`config.mk`:
```
export PLATFORM = sky130hd
export DESIGN_NAME = stim_seq
export DESIGN_NICKNAME = d
export VERILOG_FILES = /design/src/rtl/stim_seq.sv
export SDC_FILE = /design/constraint.sdc
export NUM_CORES = 1
export LEC_CHECK = 0
export ABC_AREA = 0
export BUFFER_PORTS_ARGS = -buffer_cell sky130_fd_sc_hd__buf_2
export CAP_MARGIN = 10
export CORE_MARGIN = 2
export CORE_UTILIZATION = 55
export CTS_CLUSTER_SIZE = 12
export DETAILED_ROUTE_END_ITERATION = 10
export GPL_TIMING_DRIVEN = 0
export PLACE_DENSITY_LB_ADDON = 0.08
export SLEW_MARGIN = 20
export SYNTH_ARGS = -nofsm -noshare
export SYNTH_HDL_FRONTEND = slang
export SYNTH_SLANG_ARGS = --single-unit
```
`constraint.sdc`:
```
create_clock -name clk -period 5.49 [get_ports clk]
set_input_delay 1.098 -clock clk [delete_from_list [all_inputs] [get_ports clk]]
set_output_delay 1.098 -clock clk [all_outputs]
set_load 0.03 [all_outputs]
```
`src/rtl/stim_seq.sv`:
```
// Stimulus sequencer: emits N pulses on pclk1/pclk2/parst (or waits), then snapshots cnt1/cnt2.
// Optional macro DOUBLE_ARST_EN: each ARST period emits two parst pulses instead of one.
module stim_seq #(
  parameter int HIGH_CYC = 5,
  parameter int LOW_CYC  = 5,
  parameter int CW       = 8
) (
  input  logic          clk,
  input  logic          rst,
  input  logic          cmd_valid,
  output logic          cmd_ready,
  input  logic [1:0]    cmd_op,
  input  logic [7:0]    cmd_rep,
  output logic          pclk1,
  output logic          pclk2,
  output logic          parst,
  input  logic [CW-1:0] cnt1,
  input  logic [CW-1:0] cnt2,
  output logic          snap_valid,
  output logic [CW-1:0] snap_cnt1,
  output logic [CW-1:0] snap_cnt2,
  output logic          busy
);
  localparam logic [1:0] OP_CLK1 = 2'd0;
  localparam logic [1:0] OP_CLK2 = 2'd1;
  localparam logic [1:0] OP_ARST = 2'd2;
  localparam int MAXC = (HIGH_CYC > LOW_CYC) ? HIGH_CYC : LOW_CYC;
  localparam int PW   = $clog2(MAXC + 1);
  localparam logic [PW-1:0] PH_HI_END = PW'(HIGH_CYC - 1);
  localparam logic [PW-1:0] PH_LO_END = PW'(LOW_CYC - 1);

  typedef enum logic [1:0] {IDLE, HI, LO, SNAP} state_t;

  state_t        state, state_n;
  logic [1:0]    op, op_n;
  logic [7:0]    rep, rep_n;
  logic [PW-1:0] ph, ph_n;
  logic          sec, sec_n;

  always_comb begin
    state_n = state;
    op_n    = op;
    rep_n   = rep;
    ph_n    = ph;
    sec_n   = sec;
    case (state)
      IDLE: if (cmd_valid && cmd_ready) begin
        op_n    = cmd_op;
        rep_n   = cmd_rep;
        ph_n    = '0;
        sec_n   = 1'b0;
        state_n = (cmd_rep == 8'd0) ? SNAP : HI;
      end
      HI: if (ph == PH_HI_END) begin
        ph_n    = '0;
        state_n = LO;
      end else begin
        ph_n = ph + PW'(1);
      end
      LO: if (ph == PH_LO_END) begin
        ph_n = '0;
`ifdef DOUBLE_ARST_EN
        // first pass of an ARST period loops back for a second pulse without consuming rep
        if (op == OP_ARST && !sec) begin
          sec_n   = 1'b1;
          state_n = HI;
        end else begin
          sec_n   = 1'b0;
          rep_n   = rep - 8'd1;
          state_n = (rep == 8'd1) ? SNAP : HI;
        end
`else
        rep_n   = rep - 8'd1;
        state_n = (rep == 8'd1) ? SNAP : HI;
`endif
      end else begin
        ph_n = ph + PW'(1);
      end
      default: state_n = IDLE;
    endcase
  end

  // outputs are registered from next-state so pulses start the cycle after acceptance
  always_ff @(posedge clk) begin
    if (rst) begin
      state      <= IDLE;
      op         <= '0;
      rep        <= '0;
      ph         <= '0;
      sec        <= 1'b0;
      pclk1      <= 1'b0;
      pclk2      <= 1'b0;
      parst      <= 1'b0;
      busy       <= 1'b0;
      cmd_ready  <= 1'b0;
      snap_valid <= 1'b0;
      snap_cnt1  <= '0;
      snap_cnt2  <= '0;
    end else begin
      state      <= state_n;
      op         <= op_n;
      rep        <= rep_n;
      ph         <= ph_n;
      sec        <= sec_n;
      pclk1      <= (state_n == HI) && (op_n == OP_CLK1);
      pclk2      <= (state_n == HI) && (op_n == OP_CLK2);
      parst      <= (state_n == HI) && (op_n == OP_ARST);
      busy       <= (state_n != IDLE);
      cmd_ready  <= (state_n == IDLE);
      snap_valid <= (state == SNAP);
      if (state == SNAP) begin
        snap_cnt1 <= cnt1;
        snap_cnt2 <= cnt2;
      end
    end
  end
endmodule

```
**Word level (Yosys, flattened, before mapping)**

Index checks and enable logic that the tools add are counted.

- Logic and storage cells: 52
- Flip-flop bits (word level): 37
- Input port bits: 29
- Output and inout bits: 22

- Mux-type cells: 14
- Equal/unequal tests: 10
- Reductions and logical operators: 14
- $add $sub $neg: 2

Operators by type and width:

| kind | number |
|---|---|
| $mux 8 | 2 |
| $pmux 8 s2 | 1 |
| $mux 2 | 7 |
| $eq 8x1->1 const B | 1 |
| $logic_not 8->1 | 1 |
| $sub 8x1->8 const B | 1 |
| $eq 2x1->1 const B | 3 |
| $eq 2x2->1 const B | 3 |
| $logic_not 2->1 | 3 |
| $mux 3 | 2 |
| $pmux 2 s3 | 1 |
| $pmux 3 s2 | 1 |
| $reduce_bool 2->1 | 3 |
| $logic_and 1x1->1 | 4 |
| $ne 2x2->1 const B | 2 |
| $add 3x1->3 const B | 1 |
| $eq 3x3->1 const B | 1 |
| $reduce_and 3->1 | 1 |
| $reduce_and 2->1 | 1 |
| $reduce_or 2->1 | 1 |

**Depth between registers and ports, before layout**

- Depth in word-level cells: 6
- Gate-level depth with buffers: 7
- Gate-level depth less buffers: 6

**Least setup slack after synthesis**

No wires, ideal clock.

- Path kind: in2reg
- Start point: input port cmd_rep[5]
- End point: register parst
- Path slack: 3.428 ns
- Library setup time: 0.127 ns
- Buffers on the path: 0
- Data arrival time: 1.935 ns
- Data required time: 5.363 ns
- Cell stages on the path: 3
- Cell sequence: or4_1 nor3_2 nor4_1

- Cells in the longest elaborated chain, start to end: 6

Ends and longest elaborated chain:

| element | line | RTL |
|---|---|---|
| from (decl) | 13 | `input logic [7:0] cmd_rep,` |
| $logic_not 8->1 | 52 | `state_n = (cmd_rep == 8'd0) ? SNAP : HI;` |
| $mux 2 | 52 |  |
| $mux 2 | 47 | `IDLE: if (cmd_valid && cmd_ready) begin` |
| $pmux 2 s3 | 46 | `case (state)` |
| $eq 2x1->1 | 107 | `parst <= (state_n == HI) && (op_n == OP_ARST);` |
| $logic_and 1x1->1 | 107 |  |
| to (signal assigned) | 107 |  |
| to (decl) | 16 | `output logic parst,` |

Every way passes these cells.
A chain may end at the register's enable or synchronous reset.

**Worst setup path in the final report**

- Start point: register state[0]
- End point: register rep[4]

- Cells in the longest elaborated chain, start to end: 3
- Elaborated cells on any way between the ends: 7
- Those cells by class: 3 x eq/ne; 1 x mux; 3 x reduce/logical

Ends and longest elaborated chain:

| element | line | RTL |
|---|---|---|
| from (decl) | 34 | `state_t state, state_n;` |
| from (signal assigned) | 100 | `state <= state_n;` |
| $eq 2x2->1 or $logic_not 2->1 (tied branches) | 46 |  |
| $ne 2x2->1 (no line) or $reduce_bool 2->1 (tied branches) | n/a |  |
| $reduce_and 3->1 (no line) | n/a |  |
| to (signal assigned) | 102 | `rep <= rep_n;` |
| to (decl) | 36 | `logic [7:0] rep, rep_n;` |

Parallel ways exist; a longest one is shown, timed or not.

==> run metrics <==
Hold WC Path Type=reg -> reg; portion of netlist area occupied by mux cells=0.104; post-CTS resize count=0; Syn Area/Cell=9.11 um^2; placed cells=285; # setup viols final=0; Total GRT Usage=0.219; vias in the first global route=1401; Placer Congestion=0.862; total gr overflow=0; post-synthesis xor/xnor area fraction=0; status=completed; drt drc=0; total CTS buffers=5; arrival time worst endpoint=2.34 ns; port buffer count=50; reg2reg start=state[0]; Leak Pwr=0.930 nW; commonest non-fill, non-tap cell in the layout=buf_2; Worst Tran Pin Value=0.704 ns; die span in x=60.2 um; GRT met1 Usage=0.271; post-CTS setup buffer count=0; GRT met2 Usage=0.357; area grow syn2layout=22.4%; CTS tree=yes; Seq/Total Area, Yosys=0.426; Power Dens Cells=256 mW/mm^2; Max Clk Rate=486 MHz; DR vias/cell=5.39; max-cap violations=0; Synth Cell Area=0.00174 mm^2; adder-cell share of the synthesized area=0.0576; Hold Buf Count CTS=0; Worst R2R End=rep[4]; startpoint types=flip-flop; layout cells sized above 1=0.257; Hold Path Depth=2; routed length per instance=12.2 um; count of different cell masters after synthesis=38; post-synthesis compound-gate area fraction=0.160; Hold Violations, Final=0; peak supply drop=0.160 mV; Core Area=0.00303 mm^2; syn_nets=228; Cells after Synth=191; WHS Endpoint=rep[6]; worst-path fanout max=7; internal reg-to-reg setup slack=3.43 ns; final wirelength=3.57 mm; cell row count=20; crit path kind=reg -> reg; met3 global-route usage=0.0606; DP HPWL=2.57 mm; unrepaired setup endpoints after global routing=false; period utilization=0.375; TNS Setup=0 ns; largest net degree at the start of global routing=12; Clock Tree Root=clkbuf_4; Max Slew Vio Count=0; Die Height=60.2 um; io pins=51; FF-to-FF path depth=6; clock buffer depth=2; Max transition margin=0.527; CTS clk-pin slew, worst paths=0.11 ns; Final Skew=0.00467 ns; Layout Cells excl Fill=293; first-pass GRT wire length=5.92 mm; clk_lat worst skew=0.34 ns; DR iter-0 viols=114; hold path start=rep[6]; Synth Register Bits=37; CTS sink cnt=37; final net count=285; Period minus WS final=2.06 ns; vias=1580; die area=0.00363 mm^2; number of nets still failing antenna checks after routing=0; H-tree depth=2; Worst Path Required=5.77 ns; Setup crit end kind=flip-flop; Synth Area in Simple Gates=0.213; most frequent cells in the layout=buf_2, dfxtp_1, nor2_1; Pre-antenna DRT Iters=4; yosys warns=0; post-layout util=0.703; largest family of logic cells by synthesized area=simple AND/OR/NAND/NOR gates; initial core utilization=0.574; initial antenna violation count=0; Ant. Diodes=0; GR peak layer=met2
==> registers in the layout, summed over array words and instances (netlist names) <==
name and flops:
pclk1 1, snap_cnt2 8, cmd_ready 1, rep 8
busy 1, pclk2 1, state 2, snap_cnt1 8
parst 1, op 2, snap_valid 1, ph 3
==> Yosys cell counts <==
library cell / instances / area (um^2)
nand2b_1: 4 / 25.0
o21ai_0: 8 / 40.0
and3_1: 2 / 12.5
o221ai_1: 1 / 8.76
a211oi_2: 1 / 12.5
buf_2: 1 / 5.00
a31oi_1: 1 / 6.26
nand3_1: 2 / 10.0
nor4_1: 3 / 18.8
o21a_1: 6 / 45.0
and4b_1: 1 / 10.0
dfxtp_1: 37 / 741
a211oi_1: 1 / 7.51
a2bb2oi_1: 1 / 8.76
clkbuf_1: 5 / 18.8
nor3b_1: 4 / 30.0
buf_1: 1 / 3.75
nand2_1: 6 / 22.5
nand4b_1: 1 / 8.76
nor2_1: 31 / 116
nor2b_1: 4 / 25.0
a41o_1: 2 / 20.0
o22ai_1: 1 / 6.26
mux2i_1: 18 / 180
o32ai_2: 2 / 32.5
a21boi_2: 1 / 11.3
nor3_1: 3 / 15.0
a21boi_1: 1 / 7.51
nor3_2: 1 / 10.0
ha_1: 8 / 100
o31ai_1: 1 / 7.51
or3_1: 2 / 12.5
and2_1: 1 / 6.26
nand4_1: 4 / 25.0
a21oi_1: 13 / 65.1
or4_1: 3 / 22.5
inv_1: 8 / 30.0
buf_6: 1 / 11.3
==> kinds of logic (layout without fill, tap and decap cells) <==
family | count (synthesis) | in the layout
and+or+nand+nor | 72 | 72
AOI/OAI and AO/OA | 40 | 40
DFF | 37 | 37
muxes | 18 | 18
buffers and inverters | 16 | 74
adders and majority gates | 8 | 8
==> worst max-delay path, stage by stage (launching register included) <==
cell and delay (ns):
dfxtp_1 0.43, inv_1 0.09, ha_1 0.30, a21boi_1 0.19
nor3_1 0.61, o21ai_0 0.22, a21oi_1 0.16
==> where the power goes <==
group          leakage, nW  total [mW]  internal (mW)  switching, mW
Clock               0.0455       0.195          0.109         0.0858
Combinational        0.585      0.0661         0.0292         0.0369
Sequential           0.300       0.284          0.276        0.00748
Total                0.930       0.544          0.414          0.130
==> stage by stage <==
| step | power, mW | hold WS, ns | worst slack, ns | instance area [um^2] |
|---|---|---|---|---|
| after global routing | 0.572 | 0.510 | 3.25 | 2130 |
| after global placement | 0.354 | 0.467 | 3.15 | 2040 |
| final | 0.544 | 0.487 | 3.43 | 2130 |
| after detailed placement | 0.355 | 0.472 | 3.15 | 2040 |
| after CTS | 0.548 | 0.491 | 3.45 | 2130 |
| after floorplan | 0.332 | 0.447 | 3.43 | 1740 |
==> cell type report <==
cell class,instances,area (um^2)
Multi-Input combinational cell,138,930
Fill cell,268,898
Sequential cell,37,741
Timing Repair Buffer,50,250
Clock buffer,7,55.1
Tap cell,44,55.1
Buffer,8,38.8
Clock inverter,1,30.0
Inverter,8,30.0
==> layer usage <==
metal | wire length (um) | part of all wire
met5 | 0 | 0
met4 | 58 | 0.016
met3 | 265 | 0.074
met2 | 1630 | 0.46
met1 | 1610 | 0.45
==> worst max path at each step <==
stage | to | cells past startpoint | startpoint | slack, ns
4_1_cts | cmd_ready | 1 | cmd_ready | 3.45
5_1_grt | rep[4] | 6 | state[0] | 3.25
3_3_place_gp | rep[2] | 5 | cmd_valid | 3.15
6_report | rep[4] | 6 | state[0] | 3.43
3_5_place_dp | snap_cnt2[2] | 4 | rst | 3.15
2_1_floorplan | parst | 3 | cmd_rep[5] | 3.43
No activity file was read; power rests on OpenSTA's default activity.
